===== src/rtl/imem_prefetch_buf.sv =====
// rtl/imem_prefetch_buf.sv - sequential instruction prefetch FIFO with flush/redirect
module imem_prefetch_buf #(
  parameter int                DWidth  = 32,
  parameter int                Depth   = 4,
  parameter logic [DWidth-1:0] ResetPc = '0
) (
  input  logic                   clk_i,
  input  logic                   rst_i,
  input  logic                   flush_i,
  input  logic [DWidth-1:0]      flush_pc_i,
  output logic                   instr_valid_o,
  output logic [DWidth-1:0]      instr_o,
  output logic [DWidth-1:0]      instr_pc_o,
  input  logic                   instr_ready_i,
  output logic                   imem_req_o,
  output logic [DWidth-1:0]      imem_addr_o,
  input  logic                   imem_ready_i,
  input  logic [DWidth-1:0]      imem_rdata_i,
  output logic [$clog2(Depth):0] count_o
);

  localparam int                PW     = $clog2(Depth);
  localparam int                CW     = PW + 1;
  localparam logic [CW-1:0]     DepthC = CW'(Depth);
  localparam logic [DWidth-1:0] PcStep = DWidth'(4);

  typedef enum logic [1:0] {
    IDLE,
    REQ,
    DROP
  } state_t;

  state_t            state_q, state_d;
  logic [DWidth-1:0] fetch_pc_q, fetch_pc_d;
  logic              req_d;
  logic [DWidth-1:0] addr_d;

  logic [DWidth-1:0] data_mem [Depth];
  logic [DWidth-1:0] pc_mem   [Depth];
  logic [PW-1:0]     wr_ptr_q, rd_ptr_q;
  logic [CW-1:0]     count_q;
  logic [CW-1:0]     count_after;
  logic              push, pop;

  // A flush hides the head in its own cycle so the core never consumes a stale entry.
  assign instr_valid_o = (count_q != '0) && !flush_i;
  assign pop           = instr_valid_o && instr_ready_i;
  // While in REQ the request is always raised, so ready here completes our fetch.
  assign push          = (state_q == REQ) && imem_ready_i && !flush_i;
  assign count_after   = count_q + {{(CW-1){1'b0}}, push} - {{(CW-1){1'b0}}, pop};

  assign instr_o    = data_mem[rd_ptr_q];
  assign instr_pc_o = pc_mem[rd_ptr_q];
  assign count_o    = count_q;

  // Next-state and registered request outputs; fetch_pc tracks imem_addr_o while in REQ.
  always_comb begin
    state_d    = state_q;
    fetch_pc_d = fetch_pc_q;
    req_d      = imem_req_o;
    addr_d     = imem_addr_o;
    unique case (state_q)
      IDLE: begin
        if (flush_i) begin
          fetch_pc_d = flush_pc_i;
          state_d    = REQ;
          req_d      = 1'b1;
          addr_d     = flush_pc_i;
        end else if (count_q < DepthC) begin
          state_d = REQ;
          req_d   = 1'b1;
          addr_d  = fetch_pc_q;
        end
      end
      REQ: begin
        if (flush_i) begin
          fetch_pc_d = flush_pc_i;
          if (imem_ready_i) begin
            addr_d = flush_pc_i;
          end else begin
            state_d = DROP;
          end
        end else if (imem_ready_i) begin
          fetch_pc_d = fetch_pc_q + PcStep;
          if (count_after < DepthC) begin
            addr_d = fetch_pc_q + PcStep;
          end else begin
            state_d = IDLE;
            req_d   = 1'b0;
          end
        end
      end
      DROP: begin
        if (flush_i) begin
          fetch_pc_d = flush_pc_i;
        end
        if (imem_ready_i) begin
          state_d = REQ;
          addr_d  = flush_i ? flush_pc_i : fetch_pc_q;
        end
      end
      default: begin
        state_d = IDLE;
        req_d   = 1'b0;
      end
    endcase
  end

  // FSM state, fetch PC and memory-side request registers.
  always_ff @(posedge clk_i or posedge rst_i) begin
    if (rst_i) begin
      state_q     <= IDLE;
      fetch_pc_q  <= ResetPc;
      imem_req_o  <= 1'b0;
      imem_addr_o <= '0;
    end else begin
      state_q     <= state_d;
      fetch_pc_q  <= fetch_pc_d;
      imem_req_o  <= req_d;
      imem_addr_o <= addr_d;
    end
  end

  // FIFO pointers and occupancy; flush empties the queue ahead of push/pop.
  always_ff @(posedge clk_i or posedge rst_i) begin
    if (rst_i) begin
      wr_ptr_q <= '0;
      rd_ptr_q <= '0;
      count_q  <= '0;
    end else if (flush_i) begin
      wr_ptr_q <= '0;
      rd_ptr_q <= '0;
      count_q  <= '0;
    end else begin
      if (push) begin
        wr_ptr_q <= wr_ptr_q + PW'(1);
      end
      if (pop) begin
        rd_ptr_q <= rd_ptr_q + PW'(1);
      end
      count_q <= count_after;
    end
  end

  // Entry storage: instruction word with the address it was fetched from.
  always_ff @(posedge clk_i) begin
    if (push) begin
      data_mem[wr_ptr_q] <= imem_rdata_i;
      pc_mem[wr_ptr_q]   <= imem_addr_o;
    end
  end

endmodule


===== config.mk =====
export PLATFORM = sky130hd
export DESIGN_NAME = imem_prefetch_buf
export DESIGN_NICKNAME = d
export VERILOG_FILES = /design/src/rtl/imem_prefetch_buf.sv
export SDC_FILE = /design/constraint.sdc
export NUM_CORES = 1
export LEC_CHECK = 0
export CORE_UTILIZATION = 60
export CTS_BUF_LIST = sky130_fd_sc_hd__clkbuf_16
export DETAILED_ROUTE_END_ITERATION = 16
export PLACE_DENSITY = 0.91
export SYNTH_ARGS = -nofsm -noshare
export SYNTH_HDL_FRONTEND = slang
export SYNTH_SLANG_ARGS = --single-unit

===== constraint.sdc =====
create_clock -name clk_i -period 5.5 [get_ports clk_i]
set_clock_uncertainty 0.1 [all_clocks]
set_input_delay 0.825 -clock clk_i [delete_from_list [all_inputs] [get_ports clk_i]]
set_output_delay 0.825 -clock clk_i [all_outputs]
set_load 0.1 [all_outputs]

# Word level (Yosys, flattened, before mapping)
# Memories as Yosys holds them, arrays and structs flattened.
# Cells that the tools add are included.
# word_totals
ram_bits,256
memories,2
wordCells,77
inputBits,69
output_inout_bits,101
reg_bits,74
# classes
n_reduce_logical,16
n_lt_le_gt_ge,2
bitwise_logic,1
n_eq_ne,11
n_addsub,5
muxes,33
# mem_list
name,words,width,read_ports,rd_ports_with_merged_regs,wr,line,rtl
data_mem,4,32,1,0,1,38,logic [DWidth-1:0] data_mem [Depth];
pc_mem,4,32,1,0,1,39,logic [DWidth-1:0] pc_mem [Depth];
# ops
operator,count
$mux 32,10
$pmux 32 s3,1
$pmux 32 s2,1
$add 32x3->32 const B,1
$mux 2,11
$reduce_and 5->1,3
$ne 3x3->1 const B,4
$ne 2x2->1 const B,4
$mux 1,7
$lt 3x3->1 const B,2
$pmux 2 s3,1
$reduce_bool 2->1,3
$reduce_bool 3->1,2
$add 2x1->2 const B,2
$logic_and 1x1->1,4
$add 3x1->3,1
$mux 3,1
$ne 3x2->1 const B,1
$pmux 1 s3,1
$sub 3x1->3,1
$eq 2x1->1 const B,1
$eq 2x2->1 const B,1
$logic_not 2->1,1
$reduce_and 2->1,1
other kinds (3),3

# Logic depth before layout (Yosys ltp)
# Gate-level depths: netlist of the first run.
# depth
ltp_word,10
mapped_depth,18

# Worst setup path after synthesis of the first run
# No wires, ideal clock.
# synth_path
path_type,input to register
startpoint,input flush_i
endpoint,register imem_addr_o[28]
t_arrival_ns,3.664
stages,17
required_ns,5.264
slack_ns,1.601
n_path_buf,4
setup_ns,0.136
cell_sequence,clkbuf_1 > nor2b_1 > clkbuf_1 > and3_1 > clkbuf_1 > inv_1 > ha_1 > inv_1 > ha_1 > inv_1 > fa_1 > xnor3_1 > nand2b_1 > o211ai_1 > buf_2 > mux2i_1 > o41ai_2
# synth_between
elab_chain_cells,7
word_cells_on_any_way,15
# synth_lines
item,line,rtl
from (decl),9,"input logic flush_i,"
$logic_not 1->1,"46, 49",
$logic_and 1x1->1 (on tied branches),"49, 46",
$add 3x1->3 or $logic_and 1x1->1 (tied branches),"50, 47",
$sub 3x1->3,50,"assign count_after = count_q + {{(CW-1){1'b0}}, push} - {{(CW-1){1'b0}}, pop};"
$lt 3x3->1,85,if (count_after < DepthC) begin
$ne 3x2->1 (no source line),--,
$reduce_and 5->1 (no source line),--,
to (signal assigned),120,imem_addr_o <= addr_d;
to (decl),16,"output logic [DWidth-1:0] imem_addr_o,"
# Several ways; a longest one is shown, not always the timed one. The select of a mux whose other input is x is not followed.
# A chain may end at the register's enable or synchronous reset.

# Worst setup path after layout of the first run
# layout_path
startpoint,register rd_ptr_q[1]
endpoint,output instr_o[4]
# layout_between
elab_chain_cells,1
# layout_lines
item,line,rtl
from (decl),40,"logic [PW-1:0] wr_ptr_q, rd_ptr_q;"
from (signal assigned),139,rd_ptr_q <= rd_ptr_q + PW'(1);
$mem_v2 4x32,--,
to (decl),12,"output logic [DWidth-1:0] instr_o,"
# No other way between the ends.

==> metrics.md, run 1 <==
| Metric | Value |
|---|---|
| Run status | `finished, final reports clean` |
| Vias in the first global route | `8,864` |
| Final setup vio count | `0` |
| GPL Wtd Cong | `0.986` |
| Drt initial violations | `987` |
| CTS Buf Count | `34` |
| Die area | `24,100 µm²` |
| Synth top area cells | `edfxtp_1, dfrtp_1, mux4_2` |
| Post-synth EDFFs | `256` |
| Final Hold Violating Endpoints | `0` |
| CTS Sinks | `330` |
| Routed vias | `8,894` |
| Synth-to-Final Area Change | `21.4%` |
| Total track usage | `0.280` |
| Internal | `5.77 mW` |
| FILL cells | `1,391` |
| Clock Pin Slew Worst Setup and Hold Paths | `60 ps` |
| Slew margin rel. | `0.246` |
| Worst path bufs/invs | `2` |
| Yosys warns | `0` |
| # hold bufs at CTS | `0` |
| Die X-Extent | `155 µm` |
| Postcts setup bufs | `0` |
| Most common cell after layout, fill and taps aside | `edfxtp_1` |
| Root Buffer | `clkbuf_16` |
| Post-Syn Nets | `983` |
| CTS resizes | `0` |
| Maximum root-to-sink buffer count | `3` |
| Power share of the sequential group | `0.348` |
| First-pass GRT wire length | `50,500 µm` |
| DR WL/cell | `23.5 µm` |
| Initial Util | `0.617` |
| Post-Syn Area | `14,100 µm²` |
| NetSw | `4.82 mW` |
| H-tree depth | `2` |
| Rows | `55` |
| Die height | `155 µm` |
| Port Buffers | `169` |
| Data arrival time of the critical path | `3180 ps` |
| Req. time, crit path | `4580 ps` |
| Post-DP HPWL | `20,700 µm` |
| Setup TNS | `0 ps` |
| CP Capture Type | `output pin` |
| Fmax | `0.244 GHz` |
| Sequential area share after synthesis | `0.676` |
| Clk Latency, worst-skew pair | `510 ps` |
| Period minus WS final | `4100 ps` |
| Sw Ratio | `0.455` |
| Layout cells sized above 1 | `0.137` |
| I/O Pins | `170` |
| Power Dens Cells | `618 nW/µm²` |
| Commonest cells after routing, fill and taps aside | `edfxtp_1, clkdlybuf4s50_1, dfrtp_1` |
| Crit-path max FO | `34` |
| Max_cap viols | `0` |
| Post-Route WL | `32,900 µm` |
| Largest net degree at the start of global routing | `79` |
| Antenna violations before repair | `0` |
| Synthesized instance count | `906` |
| Worst path slowest cell | `clkdlybuf4s50_1` |
| Fin crit share | `0.746` |
| Post-synth top area cell | `edfxtp_1` |
| Peak supply drop | `0.346 mV` |
| Vias per cell | `6.37` |
| Hold slack | `413 ps` |
| Worst slew pin tran | `1130 ps` |
| Grt ovf | `0` |
| Worst path cell trace | `buf_12 > mux4_2 > clkdlybuf4s50_1` |
| Worst hold path type | `flip-flop to flip-flop` |
| Clock Power Share | `0.212` |
| Max Slew Vio Count | `0` |
| Avg Cell Area, Syn | `15.6 µm²` |
| CORE AREA | `22,800 µm²` |
| Crit-path max cell delay | `1160 ps` |
| Total Nets Final | `1,136` |
| CP top delay family | `buffers and inverters` |
| Final ANT Viol Nets | `0` |
| Share of the synthesized area in the top cell type | `0.545` |
| DRC viols | `0` |
| Leak Pwr | `5.90 nW` |
| Ant diodes | `0` |
| Drt pass-1 iters | `7` |
| Critical path type | `flip-flop to output pin` |
| Crit start category | `flip-flop` |
| Most common flop cell mapped by yosys | `edfxtp_1` |
| CTS tree | `done` |
| Post-synth cell types | `72` |
| Number of synthesized register bits | `330` |
| Ys async rst share | `0.224` |
| RSZ-0062 raised after global routing | `false` |
| Logic pwr share | `0.441` |
## cells in the mapped netlist (5+ instances only)
library cell  count
nand4_1          14
and2_1            9
mux4_2           64
o22a_1            7
and3_1            9
xnor2_1           9
a31oi_1           5
nor2_1           47
nand2b_1          6
xor2_1           15
edfxtp_1        256
nor4_1            7
o221ai_1          7
o21ai_0          38
mux2i_1          11
buf_2            22
nor3_1           16
buf_1             7
o31ai_1           8
dfrtp_1          74
clkbuf_1         31
nand2_1          63
a21oi_1          38
ha_1              7
inv_1            22
nor2b_1           6
nand3_1          16
and4_1            7
## metrics by stage
stage | power, mW | instance area, µm² | util | setup slack [ps] | instances
global placement | 8.25 | 16000 | 0.702 | 1170 | 1336
floorplan | 7.22 | 14100 | - | 1600 | 906
CTS | 10.6 | 17100 | 0.749 | 1350 | 1397
detailed placement | 8.36 | 16000 | 0.702 | 1010 | 1336
global route | 10.9 | 17100 | 0.749 | 1220 | 1397
finish | 10.6 | 17100 | 0.749 | 1400 | 1397
## final cells by class
type                       count  area (µm²)  share of cell area
clock buffer                  34         851              0.0497
clock inverter                27         235              0.0137
inverter                      22        82.6             0.00482
multi-input combinational    491        4220               0.247
sequential                   330        9540               0.557
tap                          313         392              0.0229
timing repair buffer         180        1790               0.105
## flip-flops by register name, indices dropped and copies added, names as in the netlist
register / flops
state_q: 2
imem_addr_o: 32
wr_ptr_q: 2
data_mem: 128
fetch_pc_q: 32
count_o: 3
rd_ptr_q: 2
imem_req_o: 1
pc_mem: 128
## per-layer routing
metal,vias up,global-route usage,part of all wire
li1,3876,-,-
met1,4483,0.385,0.39
met2,465,0.458,0.50
met3,70,0.0479,0.077
met4,0,0.0990,0.032
met5,-,0,0
## power by group through the flow
stage          Sequential (mW)  Clock [mW]  Combinational, mW
6_report                  3.68        2.24               4.66
5_1_grt                   3.73        2.35               4.83
2_1_floorplan             4.39           0               2.83
4_1_cts                   3.67        2.27               4.67
3_3_place_gp              3.68           0               4.58
3_5_place_dp              3.71           0               4.65
## cells by family (layout without fill, tap and decap cells)
| group | Yosys count | count (layout) | share of synthesized area |
|---|---|---|---|
| AO/OA/AOI/OAI | 159 | 159 | 0.0758 |
| XOR/XNOR | 25 | 25 | 0.0165 |
| adder cells (fa/ha/maj) | 8 | 8 | 0.00763 |
| buffers and inverters | 85 | 263 | 0.0252 |
| flip-flops | 330 | 330 | 0.676 |
| multiplexers | 77 | 77 | 0.112 |
| AND/OR/NAND/NOR | 222 | 222 | 0.0869 |
## path summary, 6_finish.rpt
check	to	cells after the start	slack (ps)	start
max	instr_o[4]	3	1400	rd_ptr_q[1]
min	fetch_pc_q[0]	1	410	fetch_pc_q[0]
max reg2reg	imem_addr_o[25]	14	1610	state_q[1]
min reg2reg	fetch_pc_q[0]	1	410	fetch_pc_q[0]
max in group asynchronous	rd_ptr_q[0]	3	3570	rst_i
min in group asynchronous	imem_addr_o[4]	2	610	rst_i
Power figures use the tool's default switching activity.
==> run 2: changes to the inputs <==
Settings changed: CORE_UTILIZATION 60 to 56, PLACE_DENSITY 0.91 to 0.86.
Clock period 5.5 ns to 3.9 ns, I/O delays scaled along.
==> run 2 against run 1 <==
- combinational power up 41%
- clock power grew 36%
- sequential power rose by 41%
- routed wire length rose by 0.44%
- cell count up 1.9%
- worst hold slack gained 3.5 ps
- register-to-register slack worse by 1200 ps
- die area rose by 7.0%
- largest power group unchanged
- critical path depth up 11
- global-route usage fell by 1.9 points
- flip-flop and latch count unchanged
- worst setup slack worse by 990 ps
==> metrics.md, run 2 (same netlist as run 1, synthesis figures left out) <==
| Metric | Value |
|---|---|
| FILL cells | `1,618` |
| Port Buffers | `169` |
| Synth-to-Final Area Change | `21.1%` |
| Routed vias | `8,891` |
| Leak Pwr | `6.02 nW` |
| CTS tree | `done` |
| CORE AREA | `24,500 µm²` |
| Grt ovf | `0` |
| DR WL/cell | `23.2 µm` |
| Placed Cells | `1,362` |
| # hold bufs at CTS | `0` |
| Most common cell after layout, fill and taps aside | `edfxtp_1` |
| Fin crit share | `0.895` |
| Clock Pin Slew Worst Setup and Hold Paths | `60 ps` |
| Final ANT Viol Nets | `0` |
| Total Nets Final | `1,152` |
| Post-Route WL | `33,000 µm` |
| Drt pass-1 iters | `5` |
| Root Buffer | `clkbuf_16` |
| RSZ-0062 raised after global routing | `false` |
| Rows | `57` |
| Commonest cells after routing, fill and taps aside | `edfxtp_1, clkdlybuf4s50_1, buf_4` |
| Largest net degree at the start of global routing | `58` |
| Footprint of the multi-input gates | `4220 µm²` |
| Worst hold path type | `input port to async pin` |
| I/O Pins | `170` |
| Final Non-Filler Cells | `1,424` |
| Layout cells sized above 1 | `0.207` |
| Clk Latency, worst-skew pair | `510 ps` |
| Total track usage | `0.261` |
| Period minus WS final | `3490 ps` |
| Req. time, crit path | `4170 ps` |
| Max Slew Vio Count | `0` |
| Max_cap viols | `0` |
| Post-DP HPWL | `21,400 µm` |
| Data arrival time of the critical path | `3760 ps` |
| Ant diodes | `0` |
| H-tree depth | `2` |
| CTS Buf Count | `35` |
| First-pass GRT wire length | `51,300 µm` |
| Maximum root-to-sink buffer count | `3` |
| Initial Util | `0.575` |
| Power Dens Cells | `865 nW/µm²` |
| Critical path origin | `count_o[1]` |
| CTS resizes | `0` |
| Postcts setup bufs | `0` |
| Die area | `25,800 µm²` |
| Final Hold Violating Endpoints | `0` |
| GPL Wtd Cong | `0.919` |
| Crit start category | `flip-flop` |
| Crit-path max FO | `22` |
| CP Capture Type | `flip-flop` |
| CTS Sinks | `330` |
| Slew margin rel. | `0.278` |
| Vias in the first global route | `8,803` |
| Setup TNS | `0 ps` |
| Vias per cell | `6.24` |
| Reg2Reg Launch Point | `count_o[1]` |
| Peak supply drop | `0.483 mV` |
| Fmax | `0.287 GHz` |
| Overall power | `14.8 mW` |
| Final setup vio count | `0` |
| DRC viols | `0` |
| Run status | `finished, final reports clean` |
| Fin util | `0.696` |
| Die height | `161 µm` |
| Largest regs | `data_mem: 128 flops, pc_mem: 128 flops` |
| Die X-Extent | `161 µm` |
| Critical path type | `flip-flop to flip-flop` |
| Drt initial violations | `719` |
| Worst slew pin tran | `1080 ps` |
| Antenna violations before repair | `0` |
| FF/Latch Area | `9540 µm²` |
## run 2: layer usage
layer  global-route usage  part of all wire  up-vias
met5                    0                 0        -
met4               0.0789             0.027        0
met3               0.0470             0.077       79
met2                0.426              0.49      415
met1                0.362              0.41     4499
li1                     -                 -     3898
## run 2: metrics by stage
stage / hold slack, ps / area [µm²] / setup slack [ps]
3_5_place_dp: 396 / 16000 / 127
3_3_place_gp: 389 / 16000 / 189
4_1_cts: 422 / 17100 / 433
2_1_floorplan: 379 / 14100 / 241
6_report: 417 / 17100 / 410
5_1_grt: 448 / 17100 / 227
## run 2: path summary, 6_finish.rpt
kind | end | slack (ps) | depth (start not counted)
min in group clk_i | fetch_pc_q[1] | 430 | 1
hold / removal | rd_ptr_q[1] | 420 | 2
setup reg to reg | imem_addr_o[28] | 410 | 14
hold reg to reg | fetch_pc_q[1] | 430 | 1
setup / recovery | imem_addr_o[28] | 410 | 14
max in group asynchronous | fetch_pc_q[14] | 2600 | 3
## run 2: power breakdown
part           internal, mW  switching, mW  total (mW)
Combinational          1.73           4.82        6.55
Sequential             4.50          0.691        5.19
Clock                  1.74           1.31        3.05
Total                  7.97           6.82        14.8
## run 2: worst max-delay path, cell delays in order (launching register included)
cell      delay [ps]
dfrtp_1          420
nor3_1           290
nand2b_1         200
nor2_1            60
ha_1             290
inv_1             60
ha_1             130
inv_1             50
fa_1             360
xnor3_1          250
nand2b_1         180
o211ai_1         270
buf_4            360
mux2i_1          240
o41ai_2           90
## run 2: cell type report
class | count | area share
Clock inverter | 26 | 0.00886
Multi-Input combinational cell | 491 | 0.247
Tap cell | 324 | 0.0237
Sequential cell | 330 | 0.559
Clock buffer | 36 | 0.0527
Inverter | 22 | 0.00483
Timing Repair Buffer | 195 | 0.104
==> run 3: changes to the inputs <==
Settings changed: CORE_UTILIZATION 56 to 60, PLACE_DENSITY 0.86 to 0.91, TNS_END_PERCENT from default to 50.
Clock period 3.9 ns to 4.25 ns, I/O delays scaled along.
==> run 3 against run 2 <==
- sequential power shrank 7.9%
- routed wire length shrank 0.43%
- non-clock buffer count shrank 6
- clock-buffer cell count shrank 2
- total power shrank 8.4%
- critical endpoint is now instr_o[2]
- largest cell class unchanged
==> metrics.md, run 3 (same netlist as run 1, synthesis figures left out) <==
| Metric | Value |
|---|---|
| Die area | `24,100 µm²` |
| Fmax | `0.269 GHz` |
| Critical path type | `flip-flop to output pin` |
| Worst path bufs/invs | `1` |
| Placed Cells | `1,345` |
| Largest regs | `data_mem: 128 flops, pc_mem: 128 flops` |
| Period minus WS final | `3720 ps` |
| Post-Route WL | `32,900 µm` |
| Crit-path max cell delay | `990 ps` |
| Postcts setup bufs | `0` |
| Setup TNS | `0 ps` |
| Max_cap viols | `0` |
| # hold bufs at CTS | `0` |
| First-pass GRT wire length | `49,800 µm` |
| Worst slew pin tran | `1110 ps` |
| Post-DP HPWL | `21,100 µm` |
| Commonest cells after routing, fill and taps aside | `edfxtp_1, clkdlybuf4s50_1, dfrtp_1` |
| Slew margin rel. | `0.257` |
| Final setup vio count | `0` |
| Final Hold Violating Endpoints | `0` |
| Rows | `55` |
| CTS tree | `done` |
| Maximum root-to-sink buffer count | `3` |
| Final Non-Filler Cells | `1,407` |
| Total track usage | `0.277` |
| Max Slew Vio Count | `0` |
| Crit start category | `flip-flop` |
| GPL Wtd Cong | `0.943` |
| Total Nets Final | `1,145` |
| Worst path slowest cell | `clkdlybuf4s50_1` |
| Drt pass-1 iters | `6` |
| Peak supply drop | `0.435 mV` |
| CORE AREA | `22,800 µm²` |
| Data arrival time of the critical path | `2980 ps` |
| Clk Latency, worst-skew pair | `520 ps` |
| CTS Sinks | `330` |
| Antenna violations before repair | `1` |
| CP Capture Type | `output pin` |
| FILL cells | `1,374` |
| DRC viols | `0` |
| H-tree depth | `2` |
| Run status | `finished, final reports clean` |
| Die height | `155 µm` |
| Crit-path max FO | `31` |
| Clock Pin Slew Worst Setup and Hold Paths | `60 ps` |
| RSZ-0062 raised after global routing | `false` |
| Largest net degree at the start of global routing | `80` |
| Worst hold path type | `input port to async pin` |
| Vias in the first global route | `8,691` |
| Die X-Extent | `155 µm` |
| Most common cell after layout, fill and taps aside | `edfxtp_1` |
| Vias per cell | `6.30` |
| Synth-to-Final Area Change | `21.0%` |
| Power Dens Cells | `794 nW/µm²` |
| Drt initial violations | `919` |
| Initial Util | `0.617` |
| Fin crit share | `0.875` |
| I/O Pins | `170` |
| Leak Pwr | `5.97 nW` |
| CTS resizes | `0` |
| CP top delay family | `buffers and inverters` |
| Req. time, crit path | `3510 ps` |
| Worst path cell trace | `mux4_2 > clkdlybuf4s50_1` |
| Layout cells sized above 1 | `0.184` |
| Final ANT Viol Nets | `0` |
| Port Buffers | `169` |
| Routed vias | `8,869` |
| Root Buffer | `clkbuf_16` |
| DR WL/cell | `23.3 µm` |
| CTS Buf Count | `34` |
| Fin util | `0.747` |
| Grt ovf | `0` |
## run 3: cell types whose count changed in the layout (fill, tap and decap cells not counted)
cell / previous run / this run
buf_4: 86 / 61
clkdlybuf4s50_1: 103 / 123
clkinv_2: 8 / 3
inv_6: 1 / 5
clkinv_1: 6 / 3
inv_1: 30 / 33
clkbuf_16: 36 / 34
buf_12: 5 / 4
bufinv_16: 1 / 2
clkinvlp_4: 0 / 1
diode_2: 0 / 1
## run 3: worst paths after layout
path,from,to,slack (ps),cells after the start
worst max-delay path,rd_ptr_q[0],instr_o[2],530,2
worst min-delay path,rst_i,imem_addr_o[3],230,2
worst max register to register,state_q[1],imem_addr_o[28],700,14
worst min register to register,fetch_pc_q[0],fetch_pc_q[0],420,1
max in group asynchronous,rst_i,rd_ptr_q[0],2990,3
min in group clk_i,fetch_pc_q[0],fetch_pc_q[0],420,1
## run 3: final cells by class
cell class                 count  area, µm²  area share
antenna                        1       2.50    0.000147
clock buffer                  34        851      0.0499
clock inverter                27        199      0.0117
inverter                      22       82.6     0.00484
multi-input combinational    491       4220       0.247
sequential                   330       9540       0.559
tap                          313        392      0.0230
timing repair buffer         189       1770       0.104
## run 3: layer usage
metal	wire, µm	vias up	track usage
met5	0	-	0
met4	1210	0	0.106
met3	2880	94	0.0588
met2	16200	475	0.455
met1	12600	4405	0.366
li1	-	3895	-
## run 3: metrics by stage
stage / hold WS, ps / cell area [µm²] / power [mW] / setup slack, ps
final: 227 / 17100 / 13.5 / 532
after global routing: 226 / 17100 / 14.0 / 357
after CTS: 214 / 17100 / 13.6 / 479
after detailed placement: 409 / 16000 / 10.8 / 319
after global placement: 389 / 16000 / 10.6 / 413
after floorplan: 379 / 14100 / 9.35 / 538
## run 3: power breakdown
group | switching (mW) | total (mW) | internal, mW
logic | 4.38 | 5.96 | 1.58
clock network | 1.21 | 2.80 | 1.59
registers | 0.652 | 4.78 | 4.13
